[src/rtl/reservation_station_if.sv]
// Dispatch, result-broadcast and issue signals of the reservation station.
// The master side is the dispatching ROB/broadcast source; the slave side is the station.
interface reservation_station_if;
  logic        flush;
  logic [4:0]  op_in;
  logic [31:0] value1_in;
  logic [31:0] value2_in;
  logic [2:0]  query1_in;
  logic [2:0]  query2_in;
  logic [2:0]  target_in;
  logic [31:0] imm_in;
  logic [2:0]  alu_num;
  logic [2:0]  mem_num;
  logic [31:0] alu_value;
  logic [31:0] mem_value;
  logic        rs_full;
  logic [4:0]  ex_op;
  logic [31:0] ex_a;
  logic [31:0] ex_b;
  logic [31:0] ex_imm;
  logic [2:0]  ex_tag;

  modport master (
    output flush, op_in, value1_in, value2_in, query1_in, query2_in, target_in, imm_in,
           alu_num, mem_num, alu_value, mem_value,
    input  rs_full, ex_op, ex_a, ex_b, ex_imm, ex_tag
  );

  modport slave (
    input  flush, op_in, value1_in, value2_in, query1_in, query2_in, target_in, imm_in,
           alu_num, mem_num, alu_value, mem_value,
    output rs_full, ex_op, ex_a, ex_b, ex_imm, ex_tag
  );
endinterface

[src/rtl/reservation_station.sv]
// Reservation station: holds dispatched ops until both operands arrive via the
// ALU/memory result broadcasts, then issues the lowest-index ready slot each cycle.
module reservation_station #(
  parameter int ENTRIES   = 4,
  parameter int FULL_MARK = 3
) (
  input  logic                 clk,
  input  logic                 rst,
  reservation_station_if.slave bus
);

  localparam logic [4:0] OP_NONE = 5'b11111;
  localparam int IW = (ENTRIES > 1) ? $clog2(ENTRIES) : 1;
  localparam int CW = $clog2(ENTRIES + 1);

  logic [ENTRIES-1:0] busy;
  logic [4:0]         slot_op  [ENTRIES];
  logic [31:0]        slot_v1  [ENTRIES];
  logic [31:0]        slot_v2  [ENTRIES];
  logic [2:0]         slot_q1  [ENTRIES];
  logic [2:0]         slot_q2  [ENTRIES];
  logic [2:0]         slot_tag [ENTRIES];
  logic [31:0]        slot_imm [ENTRIES];

  logic        full_q;
  logic [4:0]  ex_op_q;
  logic [31:0] ex_a_q;
  logic [31:0] ex_b_q;
  logic [31:0] ex_imm_q;
  logic [2:0]  ex_tag_q;

  logic [ENTRIES-1:0] busy_next;
  logic [IW-1:0]      issue_idx;
  logic [IW-1:0]      free_idx;
  logic               issue_valid;
  logic               free_valid;
  logic               dispatch;
  logic [CW-1:0]      next_count;

  // Returns {q, v} after snooping both result buses; ALU wins a same-tag tie.
  function automatic logic [34:0] snoop(input logic [2:0] q, input logic [31:0] v,
                                        input logic [2:0] an, input logic [31:0] av,
                                        input logic [2:0] mn, input logic [31:0] mv);
    if (q != 3'd0 && q == an) return {3'd0, av};
    if (q != 3'd0 && q == mn) return {3'd0, mv};
    return {q, v};
  endfunction

  // Descending scan leaves the lowest matching index in each select.
  always_comb begin
    issue_valid = 1'b0;
    issue_idx   = '0;
    free_valid  = 1'b0;
    free_idx    = '0;
    for (int i = ENTRIES - 1; i >= 0; i--) begin
      if (busy[i] && slot_q1[i] == 3'd0 && slot_q2[i] == 3'd0) begin
        issue_valid = 1'b1;
        issue_idx   = IW'(i);
      end
      if (!busy[i]) begin
        free_valid = 1'b1;
        free_idx   = IW'(i);
      end
    end
    dispatch  = (bus.op_in != OP_NONE) && free_valid;
    busy_next = busy;
    if (issue_valid) busy_next[issue_idx] = 1'b0;
    if (dispatch)    busy_next[free_idx]  = 1'b1;
    next_count = '0;
    for (int i = 0; i < ENTRIES; i++) next_count = next_count + CW'(busy_next[i]);
  end

  always_ff @(posedge clk or negedge rst) begin
    if (!rst) begin
      busy     <= '0;
      full_q   <= 1'b0;
      ex_op_q  <= OP_NONE;
      ex_a_q   <= '0;
      ex_b_q   <= '0;
      ex_imm_q <= '0;
      ex_tag_q <= '0;
      for (int i = 0; i < ENTRIES; i++) begin
        slot_op[i]  <= OP_NONE;
        slot_v1[i]  <= '0;
        slot_v2[i]  <= '0;
        slot_q1[i]  <= '0;
        slot_q2[i]  <= '0;
        slot_tag[i] <= '0;
        slot_imm[i] <= '0;
      end
    end else if (bus.flush) begin
      busy     <= '0;
      full_q   <= 1'b0;
      ex_op_q  <= OP_NONE;
      ex_tag_q <= '0;
    end else begin
      busy   <= busy_next;
      full_q <= (int'(next_count) >= FULL_MARK);
      for (int i = 0; i < ENTRIES; i++) begin
        if (busy[i]) begin
          {slot_q1[i], slot_v1[i]} <= snoop(slot_q1[i], slot_v1[i], bus.alu_num, bus.alu_value,
                                            bus.mem_num, bus.mem_value);
          {slot_q2[i], slot_v2[i]} <= snoop(slot_q2[i], slot_v2[i], bus.alu_num, bus.alu_value,
                                            bus.mem_num, bus.mem_value);
        end
      end
      // The free slot is never busy, so the dispatch write cannot collide with wake-up.
      if (dispatch) begin
        slot_op[free_idx]  <= bus.op_in;
        slot_tag[free_idx] <= bus.target_in;
        slot_imm[free_idx] <= bus.imm_in;
        {slot_q1[free_idx], slot_v1[free_idx]} <= snoop(bus.query1_in, bus.value1_in,
            bus.alu_num, bus.alu_value, bus.mem_num, bus.mem_value);
        {slot_q2[free_idx], slot_v2[free_idx]} <= snoop(bus.query2_in, bus.value2_in,
            bus.alu_num, bus.alu_value, bus.mem_num, bus.mem_value);
      end
      if (issue_valid) begin
        ex_op_q  <= slot_op[issue_idx];
        ex_a_q   <= slot_v1[issue_idx];
        ex_b_q   <= slot_v2[issue_idx];
        ex_imm_q <= slot_imm[issue_idx];
        ex_tag_q <= slot_tag[issue_idx];
      end else begin
        ex_op_q  <= OP_NONE;
        ex_tag_q <= '0;
      end
    end
  end

  assign bus.rs_full = full_q;
  assign bus.ex_op   = ex_op_q;
  assign bus.ex_a    = ex_a_q;
  assign bus.ex_b    = ex_b_q;
  assign bus.ex_imm  = ex_imm_q;
  assign bus.ex_tag  = ex_tag_q;

endmodule
[src/flat_wrapper.sv]
// flat-port wrapper written by rule: the top's interface ports become plain ports
module reservation_station_flat 
#(
  parameter int ENTRIES   = 4,
  parameter int FULL_MARK = 3
)
  (clk, rst, bus_flush, bus_op_in, bus_value1_in, bus_value2_in, bus_query1_in, bus_query2_in, bus_target_in, bus_imm_in, bus_alu_num, bus_mem_num, bus_alu_value, bus_mem_value, bus_rs_full, bus_ex_op, bus_ex_a, bus_ex_b, bus_ex_imm, bus_ex_tag);
  reservation_station_if bus_i ();
  input  logic clk;
  input  logic rst;
  input wire logic [$bits(bus_i.flush)-1:0] bus_flush;
  input wire logic [$bits(bus_i.op_in)-1:0] bus_op_in;
  input wire logic [$bits(bus_i.value1_in)-1:0] bus_value1_in;
  input wire logic [$bits(bus_i.value2_in)-1:0] bus_value2_in;
  input wire logic [$bits(bus_i.query1_in)-1:0] bus_query1_in;
  input wire logic [$bits(bus_i.query2_in)-1:0] bus_query2_in;
  input wire logic [$bits(bus_i.target_in)-1:0] bus_target_in;
  input wire logic [$bits(bus_i.imm_in)-1:0] bus_imm_in;
  input wire logic [$bits(bus_i.alu_num)-1:0] bus_alu_num;
  input wire logic [$bits(bus_i.mem_num)-1:0] bus_mem_num;
  input wire logic [$bits(bus_i.alu_value)-1:0] bus_alu_value;
  input wire logic [$bits(bus_i.mem_value)-1:0] bus_mem_value;
  output wire logic [$bits(bus_i.rs_full)-1:0] bus_rs_full;
  output wire logic [$bits(bus_i.ex_op)-1:0] bus_ex_op;
  output wire logic [$bits(bus_i.ex_a)-1:0] bus_ex_a;
  output wire logic [$bits(bus_i.ex_b)-1:0] bus_ex_b;
  output wire logic [$bits(bus_i.ex_imm)-1:0] bus_ex_imm;
  output wire logic [$bits(bus_i.ex_tag)-1:0] bus_ex_tag;
  assign bus_i.flush = bus_flush;
  assign bus_i.op_in = bus_op_in;
  assign bus_i.value1_in = bus_value1_in;
  assign bus_i.value2_in = bus_value2_in;
  assign bus_i.query1_in = bus_query1_in;
  assign bus_i.query2_in = bus_query2_in;
  assign bus_i.target_in = bus_target_in;
  assign bus_i.imm_in = bus_imm_in;
  assign bus_i.alu_num = bus_alu_num;
  assign bus_i.mem_num = bus_mem_num;
  assign bus_i.alu_value = bus_alu_value;
  assign bus_i.mem_value = bus_mem_value;
  assign bus_rs_full = bus_i.rs_full;
  assign bus_ex_op = bus_i.ex_op;
  assign bus_ex_a = bus_i.ex_a;
  assign bus_ex_b = bus_i.ex_b;
  assign bus_ex_imm = bus_i.ex_imm;
  assign bus_ex_tag = bus_i.ex_tag;
  reservation_station #(.ENTRIES(ENTRIES), .FULL_MARK(FULL_MARK)) u_core (.clk(clk), .rst(rst), .bus(bus_i));
endmodule
[config.mk]
export PLATFORM = sky130hd
export DESIGN_NAME = reservation_station_flat
export DESIGN_NICKNAME = d
export VERILOG_FILES = /design/src/rtl/reservation_station_if.sv /design/src/rtl/reservation_station.sv /design/src/flat_wrapper.sv
export SDC_FILE = /design/constraint.sdc
export NUM_CORES = 2
export LEC_CHECK = 0
export BUFFER_PORTS_ARGS = -buffer_cell sky130_fd_sc_hd__buf_2
export CAP_MARGIN = 10
export CORE_MARGIN = 2
export CORE_UTILIZATION = 60
export DETAILED_ROUTE_END_ITERATION = 16
export PLACE_DENSITY_LB_ADDON = 0.08
export SETUP_SLACK_MARGIN = 0.15
export SYNTH_ARGS = -nofsm -noshare
export SYNTH_HDL_FRONTEND = slang
export SYNTH_SLANG_ARGS = --single-unit
[constraint.sdc]
create_clock -name clk -period 5.35 [get_ports clk]
set_input_delay 0.8025 -clock clk [delete_from_list [all_inputs] [get_ports clk]]
set_output_delay 0.8025 -clock clk [all_outputs]
set_load 0.03 [all_outputs]
Word level (Yosys, flattened, before mapping)
Index checks and enable logic that the tools add are counted.
Widths: inputs -> output; s select.

operators by class
  $add $sub $neg = 3
  reduce and logical (&&, ||, !) cells = 52
  multiplexer cells = 206
  bitwise operators = 6
  order comparisons = 8
  equality and inequality tests = 21

operator list
  operator            count
  $mux 35             44
  $mux 32             23
  $bwmux 128          3
  $mux 128            2
  $bmux 32 s2         3
  $mux 1              81
  $demux 32 s2        1
  $mux 3              21
  $eq 3x3->1          20
  $bwmux 12           3
  $logic_and 1x1->1   32
  $reduce_bool 3->1   10
  $mux 5              5
  $logic_not 3->1     8
  $mux 12             2
  $bwmux 20           1
  $mux 2              8
  $mux 4              3
  $bmux 5 s2          1
  $demux 5 s2         1
  $add 3x1->3         2
  $bmux 3 s2          1
  $demux 3 s2         1
  $ge 3x3->1 const B  2
  13 further kinds    18

storage, ports and cells
  input bits = 183
  register bits after elaboration = 549
  output and inout bits = 105
  word-level logic and storage cells = 331

Longest topological paths before layout
  depth in word-level cells = 21
  mapped depth = 12
  gate-level depth less buffers = 9

Worst setup path after synthesis
OpenSTA, ideal clock, no wires.

  path kind = flip-flop to flip-flop
  start = register u_core.slot_q1[6] (netlist name)
  end = register u_core.full_q (netlist: u_core.bus.rs_full)
  buffers on the path = 2
  arrival time = 2.729 ns
  setup slack = 2.489 ns
  data required time = 5.218 ns
  clock period less this slack = 2.861 ns
  stages on the path, launching flop included = 12
  library setup time = 0.132 ns
  path through = dfrtp_1 nor3_1 nand4_1 nor2_1 buf_2 buf_2 nor2_1 ha_1 fa_1 ha_1 a21oi_1 nor2_1

on the way
  cells in the longest elaborated chain, start to end = 19
  elaborated cells on any way between the ends = 22
  those cells by class = add/sub: 3; order compare: 3; mux: 9; bitwise: 3; reduce/logical: 4

RTL lines
  what                                                            RTL line                    text
  start, declared                                                 reservation_station.sv:20   logic [2:0] slot_q1 [ENTRIES];
  start signal, assigned by index                                 reservation_station.sv:101  {slot_q1[i], slot_v1[i]} <= snoop(slot_q1[i], slot_v1[i], bus.alu_num, bus.alu_value,
  start signal, assigned by index                                 reservation_station.sv:112  {slot_q1[free_idx], slot_v1[free_idx]} <= snoop(bus.query1_in, bus.value1_in,
  $logic_not 3->1 (*)                                             reservation_station.sv:56   if (busy[i] && slot_q1[i] == 3'd0 && slot_q2[i] == 3'd0) begin
  $logic_and 1x1->1 (*) (2 in series)                             reservation_station.sv:56
  $mux 2 (2 in series)                                            reservation_station.sv:56
  $lt 2x3->1 (implied by the code) or $ge 2x1->1 (tied branches)  reservation_station.sv:67   if (issue_valid) busy_next[issue_idx] = 1'b0;
  $logic_and 1x1->1 (implied by the code)                         reservation_station.sv:67
  $mux 1 (implied by the code)                                    reservation_station.sv:67
  $demux 1 s2                                                     -
  $not 4->4 (no source line)                                      -
  $and 4x4->4 (no source line)                                    -
  $mux 4 (*)                                                      reservation_station.sv:67
  $or 4x4->4 (no source line)                                     -
  $mux 4 (*)                                                      reservation_station.sv:68   if (dispatch) busy_next[free_idx] = 1'b1;
  $add 1x1->2                                                     reservation_station.sv:70   for (int i = 0; i < ENTRIES; i++) next_count = next_count + CW'(busy_next[i]);
  $add 3x1->3                                                     reservation_station.sv:70
  $add 3x1->3 (*)                                                 reservation_station.sv:70
  $ge 3x2->1 (*)                                                  reservation_station.sv:98   full_q <= (int'(next_count) >= FULL_MARK);
  $mux 1 (*)                                                      reservation_station.sv:91   end else if (bus.flush) begin
  end signal, assigned                                            reservation_station.sv:98
  end, declared                                                   reservation_station.sv:25   logic full_q;

Mark *: on every way between the ends. The rest lies on a longest branch, timed or not.
A chain may end at the register's enable or synchronous reset.

Worst setup path in the final report
  start = register u_core.busy[2]
  end = register u_core.ex_b_q[30] (netlist: u_core.bus.ex_b[30])

on the way
  cells in the longest elaborated chain, start to end = 9
  elaborated cells on any way between the ends = 13
  those cells by class = mux: 9; bitwise: 1; reduce/logical: 3

RTL lines
  what                                         RTL line                    text
  start, declared                              reservation_station.sv:16   logic [ENTRIES-1:0] busy;
  start signal, assigned                       reservation_station.sv:97   busy <= busy_next;
  $logic_and 1x1->1 (*) (2 in series)          reservation_station.sv:56
  $mux 2 (3 in series)                         reservation_station.sv:56
  $not 2->3 (implied by the code)              reservation_station.sv:120  ex_b_q <= slot_v2[issue_idx];
  $bmux 32 s2                                  reservation_station.sv:120
  $mux 32 (implied by the code) (2 in series)  reservation_station.sv:120
  end signal, assigned                         reservation_station.sv:120
  end, declared                                reservation_station.sv:28   logic [31:0] ex_b_q;

Mark *: on every way between the ends. The rest lies on a longest branch, timed or not. The select of a mux whose other input is x is not followed.

==> metrics.txt <==
outcome completed; drt first pass iters 10; total global routing overflow 0; synthesized area 30600 sq um; CP delay by family, top simple AND/OR/NAND/NOR gates; f_max 254 MHz; Layout area overhead 11.8%; Worst R2R Setup Slack 1.42 ns; hold slack 0.213 ns; Final Instance Area 34200 sq um; highest-delay cell along the critical path nor4b_2; share of layout cells above drive strength 1 21.9%; mux cell area share after synthesis around 6.4%; Final Hold Viols 0; Clock Pin Slew Worst Setup and Hold Paths 0.06 ns; CTS max path bufs 3; Seq/Total Area, Yosys 45.1%; busiest grt layer met2; worst hold path class in2async; CTS buffer count 59; Synth Area in Compound Gates 28.3%; Seq cells post-synth around 550; Adder-Cell Fraction of Synth Area less than 1%; Routed WL ~110000 um; met1 Use GR a little over half; Via density around 7.4; Clock Skews 0.0126 ns; Slew headroom a little under an eighth; Initial Util between 60% and 70%; Area after DPL 32100 sq um; gr usage total 41.8%; largest family of logic cells by synthesized area compound AO/OA/AOI/OAI gates; unrepaired setup endpoints after global routing no; row count 82; crit end category flip-flop; first-pass GRT wire length 173000 um; final worst path period share 73.5%; Mapped Cells roughly 3.2k; arrival time at the worst endpoint between 4 and 5 ns; detailed router's first-iteration violation count approximately 4.4k; Worst Slack Setup Final 1.42 ns; GR Layer Usage met2 roughly 64%; WS Path Type reg2reg; Synth Flop Type dfrtp_1; CTS sink cnt 549; initial antenna violation count 7; setup tns final 0 ns; simple-gate area share of the yosys netlist approximately 11%; xor/xnor share of the synthesized area about 1.3%; Reg area between 10000 and 15000 sq um; Tmin final 3.93 ns; Post-CTS Repair Setup Buffers 0; number of gates resized after CTS 0; Ports ~290; Inst Count DP 3864; critical path's largest stage delay 0.74 ns; Nets 3439; Post-DRT Antenna Nets 0; DR vias a little under 30k; Worst-Margin Slew between 1 and 1.5 ns; Die Span X 230 um; CTS tree built; FILL cells between 3k and 4k; met3 Use GR 10.9%; most frequent cells in the layout nand2_1, dfrtp_1, buf_2; Clk Latency, worst-skew pair approximately 0.64 ns; area taken by multi-input logic gates roughly 15000 sq um; CTS Hold Bufs 0; final slew viol count 0; crit path cell chain buf_4 > nor4b_2 > nand2_4 > nand2_4 > buf_12 > o221ai_1 > a32oi_1; final instance count without filler cells 3979; # DRC 0; Ys Warns 0; Yosys cell types between 70 and 80; most common cell after layout, fill and taps aside nand2_1; WL per Instance about 28 um; Crit path top cell by count nand2_4; total of max-cap violations 0; Port Buf Inserts 287; cell leakage power between 15 and 20 nW; vias in the first global route around 30k; maximum vdd ir drop 0.368 mV; CTS root buf clkbuf_16; die footprint 52800 sq um; Crit Path Max Fanout 83; core footprint 50200 sq um; Die Y ~230 um; Async S/R FF share, synth 100%; DP Worst Slack 1.47 ns; EDFF count, synth 0; syn nets 3397; WP data required 5.90 ns; syn avg cell area around 9.5 sq um; PwrDens roughly 480 nW/um^2; H-Tree Depth 2; Startpoint Class flip-flop; largest net degree at the start of global routing 122; DPL Wire Length 63700 um; gp weighted congestion 0.861; final setup vio count 0; WP buf/inv 2
layer usage:
metal / wire length, um / vias to the layer above
met2: 50400 / 2370
li1: - / 12000
met5: 41 / -
met4: 6470 / 6
met3: 14300 / 546
met1: 41300 / 14500
per-stage QoR:
| step | power (mW) | util, % |
|---|---|---|
| detailed placement | 12.1 | 64.0 |
| global route | 17.3 | 68.1 |
| global placement | 11.8 | 64.0 |
| finish | 16.6 | 68.1 |
| floorplan | 10.2 | - |
| CTS | 16.4 | 68.1 |
report_power, final:
part,switching [mW],leakage (nW),internal [mW]
clock,1.79,1.00,2.55
combinational,3.58,8.33,2.00
sequential,1.03,6.54,5.61
state kept, by name, summed over array words and instances, names as in the netlist:
name and cells:
u_core.slot_tag 12, u_core.slot_q2 12, u_core.bus.rs_full 1, u_core.bus.ex_tag 3, u_core.busy 4, u_core.slot_q1 12, u_core.slot_v1 128, u_core.bus.ex_a 32
u_core.slot_v2 128, u_core.slot_op 20, u_core.bus.ex_op 5, u_core.bus.ex_imm 32, u_core.slot_imm 128, u_core.bus.ex_b 32
synthesized netlist by cell type (6+ instances only):
master,number,area [sq um]
buf_4,7,52.6
mux2i_1,39,390
nor4_1,6,37.5
a2bb2oi_1,31,272
a2111o_1,29,327
a221oi_1,195,1710
inv_1,210,788
nand2b_1,12,75.1
o21ai_0,17,85.1
and2_1,6,37.5
o21a_1,31,233
nor2_1,119,447
o21ba_2,6,60.1
a21oi_1,226,1130
xor2_1,25,219
nor3_1,10,50.1
o2bb2ai_1,16,140
nand3_1,12,60.1
a32oi_1,96,841
a22oi_1,41,308
mux2i_4,27,608
mux2_2,50,563
nand2_1,589,2210
and3_1,34,213
dfstp_2,25,657
buf_6,6,67.6
buf_2,53,265
xnor2_1,20,175
a21oi_2,8,70.1
o32a_1,30,300
a222oi_1,32,320
o22ai_1,38,238
o221ai_1,106,928
o221a_2,88,991
buf_1,21,78.8
a21o_1,9,67.6
clkbuf_1,281,1050
nand4_1,7,43.8
mux2_4,27,405
nor2b_1,7,43.8
o22a_1,29,254
dfrtp_1,524,13100
layout make-up:
type	count	share of cell area [%]
Inverter	211	2.32
Sequential cell	549	40.3
Tap cell	672	2.46
Timing Repair Buffer	349	5.82
Clock buffer	90	5.14
Clock inverter	22	0.817
Antenna cell	3	0.0220
Multi-Input combinational cell	2083	43.1
kinds of logic (layout without fill, tap and decap cells):
kind of cell | Yosys count | in the layout
compound gates | 1068 | 1068
xor+xnor | 45 | 45
fa+ha+maj | 3 | 3
buf+inv | 579 | 672
flops | 549 | 549
mux | 143 | 143
other cells | 0 | 3
simple gates | 824 | 824
final timing paths:
path	endpoint	cells after the start	start
max	u_core.bus.ex_b[30]	7	u_core.busy[2]
min	u_core.slot_v2[73]	1	rst
max reg2reg	u_core.bus.ex_b[30]	7	u_core.busy[2]
min reg2reg	u_core.slot_op[18]	2	u_core.slot_op[18]
max in group asynchronous	u_core.bus.ex_a[8]	2	rst
min in group clk	u_core.slot_op[3]	3	bus_op_in[3]
(Power assumes the default switching activity.)
